$ cat config.mk
export PLATFORM = sky130hd
export DESIGN_NAME = mem_arbiter
export DESIGN_NICKNAME = d
export VERILOG_FILES = /design/src/rtl/mem_arbiter.sv
export SDC_FILE = /design/constraint.sdc
export NUM_CORES = 1
export LEC_CHECK = 0
export CORE_MARGIN = 3
export CORE_UTILIZATION = 43
export DETAILED_ROUTE_END_ITERATION = 8
export GPL_TIMING_DRIVEN = 0
export HOLD_SLACK_MARGIN = 0.12
export PLACE_DENSITY = 0.8
export SLEW_MARGIN = 10
export SYNTH_ARGS = -nofsm -noshare
export SYNTH_HDL_FRONTEND = slang
export SYNTH_SLANG_ARGS = --single-unit
$ cat constraint.sdc
create_clock -name i_clk -period 3.59 [get_ports i_clk]
set_clock_uncertainty 0.05 [all_clocks]
set_input_delay 1.077 -clock i_clk [delete_from_list [all_inputs] [get_ports i_clk]]
set_output_delay 1.077 -clock i_clk [all_outputs]
set_load 0.02 [all_outputs]
$ cat src/rtl/mem_arbiter.sv
// Round-robin arbiter sharing one variable-latency memory between fetch and load/store,
// with combinational stall outputs and a watchdog that force-completes a stuck access.
module mem_arbiter #(
  parameter int TIMEOUT = 64,
  parameter int CNT_W   = 7
) (
  input  logic        i_clk,
  input  logic        i_rst,
  input  logic        i_imem_ren,
  input  logic [31:0] i_imem_addr,
  output logic [31:0] o_imem_rdata,
  output logic        o_inst_busy,
  input  logic        i_dmem_ren,
  input  logic        i_dmem_wen,
  input  logic [31:0] i_dmem_addr,
  input  logic [31:0] i_dmem_wdata,
  input  logic [3:0]  i_dmem_mask,
  output logic [31:0] o_dmem_rdata,
  output logic        o_data_busy,
  output logic        o_mem_req,
  output logic        o_mem_wen,
  output logic [31:0] o_mem_addr,
  output logic [31:0] o_mem_wdata,
  output logic [3:0]  o_mem_mask,
  input  logic        i_mem_ack,
  input  logic [31:0] i_mem_rdata,
  output logic        o_err,
  output logic [1:0]  dbg_state
);

  // Handshake: a requester holds ren/wen and its fields stable while its busy is high;
  // the memory sees o_mem_req held with stable fields until a one-cycle i_mem_ack.
  typedef enum logic [1:0] {
    IDLE = 2'd0,
    DATA = 2'd1,
    INST = 2'd2
  } state_t;

  state_t            state, state_nx;
  logic              last_inst;
  logic [CNT_W-1:0]  cnt;
  logic              dreq, ireq, expire, done, d_done, i_done;
  logic              grant_d, grant_i;
  logic [31:0]       rd_val, dmem_rdata_q, imem_rdata_q;

  assign dreq   = i_dmem_ren | i_dmem_wen;
  assign ireq   = i_imem_ren;
  assign expire = (state != IDLE) && (cnt == CNT_W'(TIMEOUT - 1)) && !i_mem_ack;
  assign done   = (state != IDLE) && (i_mem_ack || expire) && !i_rst;
  assign d_done = done && (state == DATA);
  assign i_done = done && (state == INST);
  // A forced completion returns zero data.
  assign rd_val = i_mem_ack ? i_mem_rdata : 32'h0;

  always_comb begin
    state_nx = state;
    grant_d  = 1'b0;
    grant_i  = 1'b0;
    case (state)
      IDLE: begin
        if (dreq && (!ireq || last_inst)) begin
          grant_d  = 1'b1;
          state_nx = DATA;
        end else if (ireq) begin
          grant_i  = 1'b1;
          state_nx = INST;
        end
      end
      DATA, INST: if (done) state_nx = IDLE;
      default:    state_nx = IDLE;
    endcase
  end

  always_ff @(posedge i_clk) begin
    if (i_rst) begin
      state        <= IDLE;
      last_inst    <= 1'b1;
      cnt          <= '0;
      o_mem_wen    <= 1'b0;
      o_mem_addr   <= 32'h0;
      o_mem_wdata  <= 32'h0;
      o_mem_mask   <= 4'h0;
      dmem_rdata_q <= 32'h0;
      imem_rdata_q <= 32'h0;
    end else begin
      state <= state_nx;
      cnt   <= ((state != IDLE) && !done) ? cnt + CNT_W'(1) : '0;
      if (grant_d) begin
        last_inst   <= 1'b0;
        o_mem_wen   <= i_dmem_wen;
        o_mem_addr  <= i_dmem_addr;
        o_mem_wdata <= i_dmem_wdata;
        o_mem_mask  <= i_dmem_mask;
      end
      if (grant_i) begin
        last_inst   <= 1'b1;
        o_mem_wen   <= 1'b0;
        o_mem_addr  <= i_imem_addr;
        o_mem_wdata <= 32'h0;
        o_mem_mask  <= 4'hF;
      end
      if (d_done && !o_mem_wen) dmem_rdata_q <= rd_val;
      if (i_done)               imem_rdata_q <= rd_val;
    end
  end

  assign o_mem_req    = (state != IDLE);
  assign o_err        = expire && !i_rst;
  assign o_dmem_rdata = (d_done && !o_mem_wen) ? rd_val : dmem_rdata_q;
  assign o_imem_rdata = i_done ? rd_val : imem_rdata_q;
  // Busy follows only the live request, so a flushed requester is never stalled.
  assign o_data_busy  = !i_rst && dreq && !d_done;
  assign o_inst_busy  = !i_rst && ireq && !i_done;
  assign dbg_state    = state;

endmodule
* After elaboration in Yosys (flattened, before gate mapping)
Cells that the tools add are included.
** Storage, ports and cells
- Bits in read-only memories :: 0
- Latch bits :: 0
- Memories kept :: 0
- Bits in registers :: 143
- Memory bits (writable) :: 0
** Operators by class
- Add/sub/neg operators :: 1
- Equality and inequality tests :: 5
- Shift-type cells :: 0
- Bitwise logic cells :: 2
- Multiply operators :: 0
- Reductions and logical operators :: 30
- Order comparisons :: 0
- Muxes and demuxes :: 16
- Divide/modulo/power cells :: 0
** Operators with widths (number)
- 32-bit two-way mux :: 5
- 1-bit logical AND :: 14
- 4-bit two-way mux :: 2
- 7-bit by 1-bit adder with 7-bit output, second input constant :: 1
- 7-bit by 6-bit == test with 1-bit output, second input constant :: 1
- 1-bit zero test :: 7
- 2-bit two-way mux :: 3
- 2-bit OR reduction :: 3
- 1-bit two-way mux :: 5
- 2-bit case mux with 2 select lines :: 1
- 2-bit nonzero test :: 2
- 3-bit inequality test, second input constant :: 1
- 2-bit by 1-bit == test with 1-bit output, second input constant :: 1
- 2-bit == test, second input constant :: 1
- 2-bit zero test :: 1
- 1-bit logical OR :: 2
- 2-bit inequality test, second input constant :: 1
- 2-bit AND reduction :: 1
- 1-bit inverter :: 1
- 1-bit bitwise OR :: 1

* Depth between registers and ports, before layout
- Word-level depth :: 10
- Depth in mapped cells :: 9
- Depth with buffers taken out :: 5

* Worst setup path after synthesis
No wires, ideal clock.
- Path type :: input -> output
- Start :: in i_rst
- End :: out o_err
- Slack :: 0.233 ns
- Path buffers :: 1
- Arrival :: 2.230 ns
- Data required time :: 2.463 ns
- Stages on the path :: 3
- Cell sequence :: clkbuf_1 -> or3_1 -> nor4_1
** On the way
- Longest elaborated chain between the ends :: 2
** RTL lines
- from (decl) :: line 8 : input logic i_rst,
- 1-bit zero test :: line 108 : assign o_err = expire && !i_rst;
- 1-bit logical AND :: line 108
- to (decl) :: line 27 : output logic o_err,
No other way between the ends.

* Final worst setup path
- Start :: in i_rst
- End :: out o_imem_rdata[20]
** On the way
- Longest elaborated chain between the ends :: 4
** RTL lines
- 1-bit zero test :: line 49 : assign done = (state != IDLE) && (i_mem_ack || expire) && !i_rst;
- 1-bit logical AND :: line 49
- 1-bit logical AND :: line 51 : assign i_done = done && (state == INST);
- 32-bit two-way mux
- to (decl) :: line 11 : output logic [31:0] o_imem_rdata,
No other way between the ends.

==> impl_metrics.ini <==
[run]
drv_cap = 0

[timing]
fin_crit_ns = 3.65
rsz0062_at_grt = yes
max_slew_margin = 0.558
holdWs_ns = 0.397
tns_ns = -1.32
worstMarginPinSlew_ns = 0.657
worst_slack_ns = -0.0590
final-max-slew-violation-count = 0
fin_crit_sh = 1.02
max_freq_mhz = 274
final-hold-violation-count = 0
setup_viol = 39

[place]
placed_area_um2 = 9600
dp.cells = 1231
port_buffers = 276
pre_cts_ws_ns = -1.36
place_hpwl_mm = 18.9
gp_congestion = 0.838

[logic_synthesis]
synth_cell_type_count = 40
yosysTopAreaCell = dfxtp_1
synth_top_area_frac = 0.433
ys_ff_latch = 143
yosys-top-cells-area = dfxtp_1 (43%), a21oi_1 (12%), nand4_1 (6.5%), a31oi_1 (6.4%), o31ai_1 (4.4%)
synth_fp_nets = 913
yosys_warnings = 0
ys_seq_area_frac = 0.433
synth_cells = 771
synth_area_um2 = 6610
syn_area_per_cell_um2 = 8.57

[clock_tree]
clk-insertion-delay-late_ns = 0.42
clock-root-buffer = clkbuf_16
cts.sinks = 143
clockBufferDepth = 2
cts.htree.levels = 4
cts_buffers = 17
clk_pin_slew_ns = 0.06
cts_tree = done

[status]
failed_checks = setup timing
status = finished with violations

[setup_path]
cp_slowest_cell = nor4bb_4
worstPathMaxFanout = 5
ff2ff_path_depth = 9
r2r-end = o_mem_wdata[25]$_SDFFE_PP0P_
crit_required_ns = 2.46
critPathKind = input port to output port
cp-start-kind = input port
crit_arrival_ns = 2.52
path_common_cell = buf_4
endpoint_kind = output port
slowest_delay_ns = 0.26
rr_startpoint = dbg_state[0]$_SDFFE_PP0P_
cp_cell_sequence = buf_8, buf_6, nor4bb_4, buf_4, buf_4, buf_8, a21oi_1, a31oi_2, buf_4
r2r_setup_slack_ns = 1.26

[floorplanning]
die_y_um = 130
ios = 277
rows = 44
die_width_um = 130
dieArea_um2 = 16900
start_util = 0.448
core-area_um2 = 14800

[power]
power_mw = 7.13
peakVddDrop_mv = 0.364
power-per-cell-area_nw_per_um2 = 631
leakagePower_nw = 4.10

[final_layout]
design_area_um2 = 11300
finish.net_count = 1234
fin_util = 0.765
antenna_cells = 0
area_growth_pct = 70.9
stdcell_count = 1288
drive_gt1_frac = 0.228

[routing]
via_per_inst = 6.46
route.detailed.drc = 0
drt-initial-drc-count = 818
finalWirelength_mm = 29.2
firstDrtPassIters = 5
vias = 8315
wl_per_cell_um = 22.7
final_antenna_net_count = 0

[hold_path]
hold-path-endpoint = cnt[0]$_SDFF_PP0_
hold_path_class = flip-flop to flip-flop
worstHoldStart = cnt[0]$_SDFF_PP0_
worstHoldPathCells = 1

[global_routing]
grt_antenna_before_repair = 0
first_global_vias = 7930
grt_max_degree = 20
grt_util_all_layers = 0.310
grt_pass1_wl_mm = 41.7
grt-ovfl-total = 0
-- area by class of cell --
cell class	count	area (um2)
timing repair buffer	306	3130
multi-input combinational	517	3790
buffer	101	621
clock buffer	22	474
sequential	143	2870
inverter	6	22.5
clock inverter	9	158
tap	184	230
fill	981	3460
-- where the power goes --
part | internal [mW] | total, mW | switching [mW]
Clock | 1.22 | 1.91 | 0.697
Sequential | 1.82 | 1.94 | 0.125
Combinational | 1.25 | 3.27 | 2.02
Total | 4.28 | 7.13 | 2.85
-- layer usage --
layer | global-route usage | vias to the layer above | routed length (um)
met3 | 0.110 | 131 | 2980
met5 | 0 | - | 0
li1 | - | 3704 | -
met4 | 0.142 | 0 | 1380
met2 | 0.515 | 549 | 13900
met1 | 0.359 | 3931 | 10900
-- worst max-delay path by stage --
stage                      from          endpoint  slack, ns  depth (start not counted)
final                     i_rst  o_imem_rdata[20]      -0.06                          9
after global routing      i_rst  o_imem_rdata[13]      -0.11                          9
after CTS                 i_rst   o_dmem_rdata[6]      -0.12                          7
after detailed placement  i_rst       o_data_busy      -1.36                          6
after global placement    i_rst       o_data_busy      -1.39                          6
after floorplan           i_rst             o_err       0.23                          3
-- cell usage in the layout, fill, tap and decap left out, drive strengths merged, types with 4 or more instances in the layout --
cell,synthesis,routed
ha,4,4
nand2b,4,4
clkbuf,67,96
o31ai,39,39
nand4,69,69
nand2,35,35
clkdlybuf4s50,0,207
o21ai,4,4
nor2,7,7
a31oi,68,68
dfxtp,143,143
a211oi,33,33
buf,38,124
inv,6,6
a311oi,32,32
a21oi,164,164
bufinv,0,4
a32oi,32,32
-- synthesized netlist by cell type (all sizes together) --
| cell type | n |
|---|---|
| nand2b | 4 |
| nand4b | 1 |
| a21o | 1 |
| o31ai | 39 |
| or3 | 2 |
| nor2 | 7 |
| o21bai | 1 |
| or2 | 1 |
| ha | 4 |
| xnor2 | 1 |
| nor3b | 1 |
| nand3 | 3 |
| a211oi | 33 |
| dfxtp | 143 |
| a311oi | 32 |
| or4b | 1 |
| clkbuf | 67 |
| o32ai | 1 |
| nor3 | 1 |
| o41ai | 1 |
| o21ai | 4 |
| inv | 6 |
| a2111oi | 1 |
| a31oi | 68 |
| nand4 | 69 |
| buf | 38 |
| a21oi | 164 |
| xor2 | 2 |
| and2 | 1 |
| a41oi | 1 |
| nor2b | 2 |
| nand2 | 35 |
| nor4 | 1 |
| a32oi | 32 |
| o211a | 1 |
| nor4bb | 2 |
-- critical path: cells and delay by family --
| kind | cells | cell delay (ns) |
|---|---|---|
| buf+inv | 6 | 0.85 |
| compound gates | 2 | 0.33 |
| simple gates | 1 | 0.26 |
-- registers in the layout, indices dropped and copies added (netlist names) --
name          cells
dmem_rdata_q     32
o_mem_wdata      32
last_inst         1
o_mem_mask        4
o_mem_addr       32
o_mem_wen         1
imem_rdata_q     32
cnt               7
dbg_state         2
-- repair_timing --
action | CTS | global route
pin swaps | 6 | 26
cloned | 4 | 8
hold buffers | 0 | 0
gates resized for setup | 428 | 146
endpoints found under the setup margin | 68 | 67
buffers inserted | 13 | 6
-- cell families after synthesis --
logic type	Yosys count	synth area share
compound gates	379	0.368
xor+xnor	3	0.00398
simple gates	131	0.110
buf+inv	111	0.0775
flops	143	0.433
fa+ha+maj	4	0.00758
Note: power is estimated with default switching activity, not from simulation.
